===== src/rtl/bip_program_loader.sv =====
// UART program loader for the BIP CPU: assembles little-endian byte pairs into
// instruction words, writes them from address 0, then runs the CPU until it halts.
module bip_program_loader #(
    parameter int                DATA_W      = 16,
    parameter int                ADDR_W      = 11,
    parameter logic [7:0]        SYNC_BYTE   = 8'h55,
    parameter logic [DATA_W-1:0] HALT_WORD   = '0,
    parameter int                TIMEOUT_CYC = 1000000
) (
    input  logic              clk,
    input  logic              reset,
    input  logic [7:0]        rx_data,
    input  logic              rx_done,
    input  logic              finish_program,
    output logic [ADDR_W-1:0] prog_addr,
    output logic [DATA_W-1:0] prog_data,
    output logic              prog_wr,
    output logic              bip_enable,
    output logic [ADDR_W:0]   loaded_words,
    output logic              load_error
);

    // state   | meaning
    // IDLE    | waiting for the sync byte; other bytes dropped
    // LOAD_LO | waiting for the low byte of the next word
    // LOAD_HI | waiting for the high byte of the next word
    // WRITE   | one-cycle program memory write strobe
    // RUN     | CPU enabled until finish_program
    typedef enum logic [2:0] {IDLE, LOAD_LO, LOAD_HI, WRITE, RUN} state_t;

    localparam int              CNT_W    = (TIMEOUT_CYC > 2) ? $clog2(TIMEOUT_CYC) : 1;
    localparam logic [CNT_W-1:0] TMO_LAST = CNT_W'(TIMEOUT_CYC - 1);

    state_t           state, next_state;
    logic [7:0]       lo_byte;
    logic [CNT_W-1:0] tmo_cnt;
    logic             loading;
    logic             tmo_hit;
    logic             last_word;

    assign loading   = (state == LOAD_LO) || (state == LOAD_HI);
    // an arriving byte beats expiry in the same cycle
    assign tmo_hit   = loading && !rx_done && (tmo_cnt == TMO_LAST);
    assign last_word = (prog_data == HALT_WORD) || (prog_addr == {ADDR_W{1'b1}});
    assign prog_wr   = (state == WRITE);

    always_ff @(posedge clk or negedge reset) begin
        if (!reset) state <= IDLE;
        else        state <= next_state;
    end

    always_comb begin
        next_state = state;
        case (state)
            IDLE:    if (rx_done && rx_data == SYNC_BYTE) next_state = LOAD_LO;
            LOAD_LO: if (rx_done) next_state = LOAD_HI;
                     else if (tmo_hit) next_state = IDLE;
            LOAD_HI: if (rx_done) next_state = WRITE;
                     else if (tmo_hit) next_state = IDLE;
            WRITE:   next_state = last_word ? RUN : LOAD_LO;
            RUN:     if (finish_program) next_state = IDLE;
            default: next_state = IDLE;
        endcase
    end

    always_ff @(posedge clk or negedge reset) begin
        if (!reset) begin
            prog_addr    <= '0;
            prog_data    <= '0;
            bip_enable   <= 1'b0;
            loaded_words <= '0;
            load_error   <= 1'b0;
            lo_byte      <= '0;
            tmo_cnt      <= '0;
        end else begin
            // registered from RUN so the CPU starts the cycle after RUN is entered
            bip_enable <= (state == RUN) && !finish_program;
            case (state)
                IDLE: begin
                    if (rx_done && rx_data == SYNC_BYTE) begin
                        prog_addr  <= '0;
                        load_error <= 1'b0;
                        tmo_cnt    <= '0;
                    end
                end
                LOAD_LO, LOAD_HI: begin
                    if (rx_done) begin
                        tmo_cnt <= '0;
                        if (state == LOAD_LO) lo_byte <= rx_data;
                        else                  prog_data <= DATA_W'({rx_data, lo_byte});
                    end else if (tmo_hit) begin
                        load_error <= 1'b1;
                        tmo_cnt    <= '0;
                    end else begin
                        tmo_cnt <= tmo_cnt + 1'b1;
                    end
                end
                WRITE: begin
                    loaded_words <= {1'b0, prog_addr} + 1'b1;
                    tmo_cnt      <= '0;
                    if (!last_word) prog_addr <= prog_addr + 1'b1;
                end
                default: ;
            endcase
        end
    end

endmodule


===== config.mk =====
export PLATFORM = sky130hd
export DESIGN_NAME = bip_program_loader
export DESIGN_NICKNAME = d
export VERILOG_FILES = /design/src/rtl/bip_program_loader.sv
export SDC_FILE = /design/constraint.sdc
export NUM_CORES = 1
export LEC_CHECK = 0
export BUFFER_PORTS_ARGS = -buffer_cell sky130_fd_sc_hd__buf_4
export CAP_MARGIN = 40
export CORE_MARGIN = 3
export CORE_UTILIZATION = 51
export CTS_BUF_LIST = sky130_fd_sc_hd__clkbuf_8 sky130_fd_sc_hd__clkbuf_16
export CTS_CLUSTER_SIZE = 25
export DETAILED_ROUTE_END_ITERATION = 16
export PLACE_DENSITY_LB_ADDON = 0.1
export SLEW_MARGIN = 20
export SYNTH_ARGS = -nofsm -noshare
export SYNTH_HDL_FRONTEND = slang
export SYNTH_SLANG_ARGS = --single-unit

===== constraint.sdc =====
create_clock -name clk -period 1.9 [get_ports clk]
set_input_delay 0.095 -clock clk [delete_from_list [all_inputs] [get_ports clk]]
set_output_delay 0.095 -clock clk [all_outputs]
set_load 0.005 [all_outputs]

## Word-level counts from Yosys, hierarchy flattened

Index checks and enable logic that the tools add are counted.

| cells by class | value |
|---|---|
| $add $sub $neg | 3 |
| bitwise gates (word level) | 1 |
| reductions and logical operators | 20 |
| equality and inequality tests | 12 |
| muxes and demuxes | 18 |

Operator list:

| kind | number |
|---|---|
| $mux 20 | 3 |
| $pmux 20 s3 | 1 |
| $mux 11 | 2 |
| $pmux 11 s2 | 1 |
| $add 20x1->20 const B | 1 |
| $eq 20x20->1 const B | 1 |
| $mux 3 | 6 |
| $logic_not 16->1 | 1 |
| $pmux 3 s5 | 1 |
| $add 11x1->12 const B | 1 |
| $add 11x1->11 const B | 1 |
| $eq 11x11->1 const B | 1 |
| $ne 2x2->1 const B | 5 |
| $reduce_and 3->1 | 3 |
| $eq 8x7->1 const B | 1 |
| $eq 3x2->1 const B | 2 |
| $logic_and 1x1->1 | 4 |
| $reduce_and 2->1 | 2 |
| $reduce_and 4->1 | 1 |
| $reduce_bool 2->1 | 2 |
| $eq 3x1->1 const B | 1 |
| $eq 3x3->1 const B | 1 |
| $logic_not 3->1 | 1 |
| $mux 1 | 3 |
| 6 further kinds | 8 |

| word-level totals | value |
|---|---|
| output and inout port bits | 42 |
| input bits | 12 |
| flip-flop bits (word level) | 72 |
| word-level logic and storage cells | 62 |

## Depth between registers and ports, before layout

Gate-level depths: netlist of the first run.

| logic depth | value |
|---|---|
| depth after elaboration | 7 |
| depth in mapped cells | 9 |
| mapped depth without buffers | 6 |

## Least setup slack after synthesis of the first run

Ideal clock, no wire load.

| path | value |
|---|---|
| path kind | register to register |
| from | register tmo_cnt[0] |
| to | register tmo_cnt[13] |
| path buffers | 3 |
| setup slack | 67 ps |
| period minus slack after synthesis | 1,833 ps |
| data arrival time | 1,751 ps |
| setup time | 82 ps |
| data required time | 1,818 ps |
| stages on the path, launching flop included | 10 |
| cells stage by stage | dfrtp_1 > ha_1 > and3_1 > clkbuf_1 > and4_1 > a21oi_2 > buf_6 > buf_6 > a21oi_1 > a31oi_1 |

| between the ends | value |
|---|---|
| word-level cells in the longest chain between the ends | 5 |
| elaborated cells between the ends (all ways) | 6 |
| classes of those cells | 1 x add/sub; 1 x eq/ne; 3 x mux; 1 x reduce/logical |

Ends and longest elaborated chain:

| item | line | source |
|---|---|---|
| from (decl) | 36 | `logic [CNT_W-1:0] tmo_cnt;` |
| from (signal assigned) | 95 | `tmo_cnt <= tmo_cnt + 1'b1;` |
| parallel branches: the longest is 2 deep, another holds $add 20x1->20 | -- |  |
| $mux 20 * | 91 | `end else if (tmo_hit) begin` |
| $mux 20 * | 87 | `if (rx_done) begin` |
| $pmux 20 s3 * | 78 | `case (state)` |

Every way passes the cells marked *.
A chain may end at the register's enable or synchronous reset.

## Worst setup path after layout of the first run

| path | value |
|---|---|
| from | input port rx_data[1] |
| to | register tmo_cnt[6] |

| between the ends | value |
|---|---|
| word-level cells in the longest chain between the ends | 4 |

Ends and longest elaborated chain:

| item | line | source |
|---|---|---|
| from (decl) | 12 | `input logic [7:0] rx_data,` |
| $eq 8x7->1 | 80 | `if (rx_done && rx_data == SYNC_BYTE) begin` |
| $logic_and 1x1->1 | 80 |  |
| $ne 2x2->1 (no source line) | -- |  |
| $reduce_and 2->1 (no source line) | -- |  |

No other way between the ends.

==> results of run 1 <==
[state kept, by name (all words and copies together), names as in the netlist]
signal	cells
lo_byte	8
prog_data	16
tmo_cnt	20
state	3
load_error	1
prog_addr	11
loaded_words	12
bip_enable	1
[metal layers]
metal | wire, µm | track usage (%) | vias up
li1 | - | - | 1343
met1 | 3596 | 29.10 | 1310
met2 | 3409 | 31.44 | 53
met3 | 347 | 5.550 | 7
met4 | 61 | 5.021 | 0
met5 | 0 | 0 | -
[synth_stat cells (3+ instances only)]
cell type / number
dfrtp_1: 72
nand2_1: 36
o21ai_0: 27
mux2_2: 24
nand3_1: 16
a21oi_1: 14
nor2_1: 13
and3_1: 12
a31oi_1: 8
clkbuf_1: 8
inv_1: 7
o31ai_1: 7
xnor2_1: 7
xor2_1: 7
nand2b_1: 6
nand4_1: 6
o211ai_1: 6
nor4_1: 5
buf_2: 4
and4_1: 3
nor3_1: 3
[power groups by stage]
stage          clock [mW]  combinational, mW  sequential (mW)
6_report             1.21               2.25             2.55
4_1_cts              1.24               2.26             2.55
3_5_place_dp            0               2.25             2.56
3_3_place_gp            0               2.20             2.54
2_1_floorplan           0               1.14             2.51
5_1_grt              1.32               2.48             2.63
[stage by stage]
stage	hold slack [ps]	setup TNS, ps	power (mW)	setup WS (ps)	cells
3_3_place_gp	65.80	0	4.743	163.8	462
2_1_floorplan	-200.6	0	3.648	67.14	325
5_1_grt	1.734	-27.70	6.428	-17.22	484
4_1_cts	2.264	0	6.044	121.3	481
6_report	12.10	0	6.007	96.49	484
3_5_place_dp	71.48	0	4.813	122.6	462
[timing repair]
item | CTS | global route
endpoints found under the hold margin | 36 | 2
endpoints found under the setup margin | 0 | 4
hold buffers | 3 | 2
gates resized for setup | 0 | 2
buffers inserted | 0 | 1
[worst reg2reg max path: stages (launching register included)]
cell and delay (ps):
dfrtp_1 400, nor4_1 360, and4_1 310, a211o_1 240, buf_12 170, o211ai_1 100
o31ai_1 80
[area by class of cell]
| class | count | area (µm²) |
|---|---|---|
| fill | 501 | 2116 |
| sequential | 72 | 1802 |
| timing repair buffer | 80 | 663.1 |
| tap | 77 | 96.34 |
| clock inverter | 5 | 47.55 |
| clock buffer | 11 | 151.4 |
| inverter | 7 | 26.28 |
| multi-input combinational | 232 | 1520 |
[path summary, 6_finish.rpt]
path | startpoint | to | slack (ps) | cells past startpoint
setup / recovery | rx_data[1] | tmo_cnt[6] | 100 | 7
hold / removal | rx_data[6] | prog_data[14] | 10 | 2
setup reg to reg | prog_data[1] | prog_addr[5] | 140 | 6
hold reg to reg | loaded_words[6] | loaded_words[6] | 480 | 2
max in group asynchronous | reset | prog_addr[9] | 1110 | 3
min in group asynchronous | reset | loaded_words[8] | 240 | 2
[logic make-up (layout without fill, tap and decap cells)]
logic type / after synthesis / count (layout) / synth area share, %
XOR/XNOR: 14 / 14 / 3.596
flip-flops: 72 / 72 / 52.84
multiplexers: 25 / 25 / 8.220
AND/OR/NAND/NOR: 114 / 114 / 17.54
AO/OA/AOI/OAI: 77 / 77 / 14.17
adder cells (fa/ha/maj): 2 / 2 / 0.7338
buffers and inverters: 21 / 103 / 2.899
==> results.toml, run 1 <==
[outcome]
status = "completed"

[sta]
worst_slew_pin_slew_ps = 454.5
max_freq_mhz = 554.5
fin_crit_ps = 1804
setup_viol = 0
drv_slew = 0
rsz0062_at_grt = "yes"
fin_crit_sh_pct = 94.92
max-slew-margin-rel_pct = 69.29
finClkSkew_ps = 7.198
timing_hold_violations_final = 0

[cells_and_area]
final_common_cell = "dfrtp_1"
n_antenna_cell = 0
area.growth.synth_to_final_pct = 26.31
nets = 416
final_cell_mix = "dfrtp_1 (72), buf_4 (71), nand2_1 (36)"
drive_gt1_share_pct = 29.48
final_util_pct = 67.06
final_area_um2 = 4307

[floorplanning]
die-area_um2 = 7703
chipHeight_um = 87.77
core_area_um2 = 6422
start_util_pct = 53.09
num_rows = 29
io_pins = 54
die_x_um = 87.77

[grt]
antenna_found_initial = 0
grt_use_total_pct = 20.50
overflow = 0
grt_max_degree = 40
grt_pass1_wl_um = 12360
grt_pass1_vias = 2546

[critical_path]
cp_data_required_time_ps = 2120
slowest_stage = "dlygate4sd3_1"
critPathTopFamily = "buffers and inverters"
cp_slowest_stage_delay_ps = 530
crit_fanout = 12
end_kind = "flop"
crit_arrival_ps = 2020
crit_chain = "dlygate4sd3_1 > buf_4 > nor4bb_1 > nand3_1 > a21o_1 > o21ai_0 > o31ai_1"
startpoint_type = "input pin"
worstSetupPathType = "input pin to flop"
critical_path_buf_inv_count = 2

[job]
cap_violations = 0

[yosys]
synth_edf_count = 0
synth-seq-cells = 72
synth_top_cell_by_area = "dfrtp_1"
yosys-top-cells-area = "dfrtp_1 (53%), mux2_2 (7.9%), nand2_1 (4.0%)"
synthFlopType = "dfrtp_1"
ys_types = 47
netlist_instances = 325
synth-seq-area-share_pct = 52.84
syn_avg_cell_area_um2 = 10.49
netlist_area_um2 = 3410
synth_nets = 339
synthArstFlopShare_pct = 100.0
synth.top_cell.area_share_pct = 52.84
yosysWarnings = 0

[power]
power.share.clock_pct = 20.1
internal_power_mw = 4.003
ir_worst_vdd_mv = 0.7993
seqPwrFrac_pct = 42.4
p_leak_nw = 1.931
power.density_nw_per_um2 = 1395
pwr-share-comb_pct = 37.5
switchingPower_mw = 2.004
swShare_pct = 33.36

[drt]
drc = 0
vias = 2713
drt_wl_total_um = 7415
dr.first_iter.drc_count = 64
wl_per_cell_um = 15.32
via_per_inst = 5.605
dr.pass1.iters = 4
ant_nets = 0

[clocking]
clk_latency_ps = 340
cts_buffers = 9
clockRootBuffer = "clkbuf_8"
cts_sinks = 72
ctsLongestPathBuffers = 2
htree_levels = 3
tritoncts = "yes"
path_clk_slew_ps = 70

[placement]
port_buffers = 53
dp_hpwl_um = 5181
dpl_cell_area_um2 = 4039
place_congestion = 0.7576

[min_path]
min_path_type = "input pin to flop"
(Power assumes the default switching activity.)
==> run 2, diff against run 1 <==
CTS_CLUSTER_DIAMETER = 150   (was default)
SETUP_SLACK_MARGIN = 0.4   (was default)
==> results.toml, run 2 (synthesis results as in run 1) <==
[outcome]
status = "completed"

[clocking]
clockRootBuffer = "clkbuf_8"
ctsLongestPathBuffers = 2
cts_buffers = 9
path_clk_slew_ps = 80
tritoncts = "yes"
cts_sinks = 72
clk_latency_ps = 340
htree_levels = 3

[floorplanning]
num_rows = 29
io_pins = 54
die-area_um2 = 7703
core_area_um2 = 6422
chipHeight_um = 87.77
die_x_um = 87.77
start_util_pct = 53.09

[power]
ir_worst_vdd_mv = 0.8627
power.density_nw_per_um2 = 1429
p_leak_nw = 2.249
total_power_mw = 7.161

[cells_and_area]
largestRegisters = "tmo_cnt (20), prog_data (16), loaded_words (12)"
nets = 452
n_antenna_cell = 0
regMostFlops = "tmo_cnt"
drive_gt1_share_pct = 45.58
final_cell_mix = "buf_4 (90), dfrtp_1 (67), nand2_1 (33)"
largest_reg_flops = 20
area.growth.synth_to_final_pct = 47.01
final_common_cell = "buf_4"

[placement]
port_buffers = 53
dp_hpwl_um = 5198
place_congestion = 0.8505

[critical_path]
startpoint_type = "flop"
end_kind = "flop"
crit_fanout = 5
crit_arrival_ps = 1970
cp_data_required_time_ps = 2120
worstSetupPathType = "flop to flop"

[grt]
grt_use_total_pct = 23.60
overflow = 0
busiest_layer = "met2"
met1_usage_pct = 34.11
antenna_found_initial = 0
grt_pass1_vias = 2797
grtUsageMet3_pct = 3.575
use_met2_pct = 36.78
grt_pass1_wl_um = 14100
grt_max_degree = 42

[sta]
fin_crit_ps = 1755
setup_viol = 0
timing_hold_violations_final = 0
drv_slew = 0
fin_crit_sh_pct = 92.38
finClkSkew_ps = 13.75
max-slew-margin-rel_pct = 58.06
worst_slew_pin_slew_ps = 620.7
rsz0062_at_grt = "yes"
max_freq_mhz = 569.7
setup_tns_ps = 0

[drt]
wl_per_cell_um = 18.34
ant_nets = 0
via_per_inst = 5.890
drt_wl_total_um = 9500
dr.pass1.iters = 4
vias = 3051
dr.first_iter.drc_count = 186
drc = 0

[job]
cap_violations = 0

[min_path]
min_path_type = "input pin to flop"
run 2: cell types whose count changed in the layout (fill, tap and decap cells not counted), sizes merged:
cell,before,now
buf,75,109
clkinvlp,0,1
inv,9,8
run 2: worst paths after layout:
kind	start	to	slack, ps	cells after the start
worst max-delay path	prog_addr[0]	prog_addr[5]	140	7
worst max register to register	prog_addr[0]	prog_addr[5]	140	7
min in group asynchronous	reset	loaded_words[5]	230	2
worst min register to register	loaded_words[6]	loaded_words[6]	480	2
max in group asynchronous	reset	state[0]	1080	3
worst min-delay path	rx_data[6]	prog_data[14]	10	2
run 2: routing by layer:
layer	up-vias	wire, µm	share of wire (%)
met5	-	0	0
met2	104	4620	49
met4	0	196	2.1
met1	1521	4188	44
li1	1406	-	-
met3	20	494	5.2
run 2: repair_timing:
item                                    CTS  global route
endpoints found under the setup margin   40            60
hold buffers                              5             0
gates cloned                              5             3
gates resized for setup                  41            57
setup buffers                            16            18
pin swaps                                10            20
hold endpoints to repair                 34             0
run 2: layout make-up:
| type | count | area, µm² |
|---|---|---|
| multi-input cells | 232 | 1828 |
| repair buffers | 116 | 1076 |
| clock buffers | 9 | 123.9 |
| inverters | 7 | 28.78 |
| clock inverters | 5 | 51.30 |
| flip-flops and latches | 72 | 1808 |
| well taps | 77 | 96.34 |
| fillers | 394 | 1410 |
run 2: power breakdown:
part           switching (mW)  total (mW)  internal (mW)
combinational            1.42        3.40           1.98
sequential              0.534        2.62           2.08
clock                   0.557        1.14          0.583
run 2: worst max-delay path: stages (launching register included):
cell and delay, ps:
dfrtp_1 430, ha_4 200, nand3_4 100, nor2_4 40, a211o_4 370, buf_12 150
o211ai_1 210, o31ai_1 130
run 2: stage by stage:
step           area (µm²)  hold WS, ps  worst slack (ps)  util (%)  cells
2_1_floorplan        3466       -200.6             86.81         -    325
3_3_place_gp         4014        63.93             208.1     62.50    457
3_5_place_dp         4014        66.04             154.5     62.50    457
4_1_cts              4628        4.368             143.4     72.06    497
5_1_grt              5012       -1.441             114.2     78.04    518
6_report             5012        11.41             144.8     78.04    518
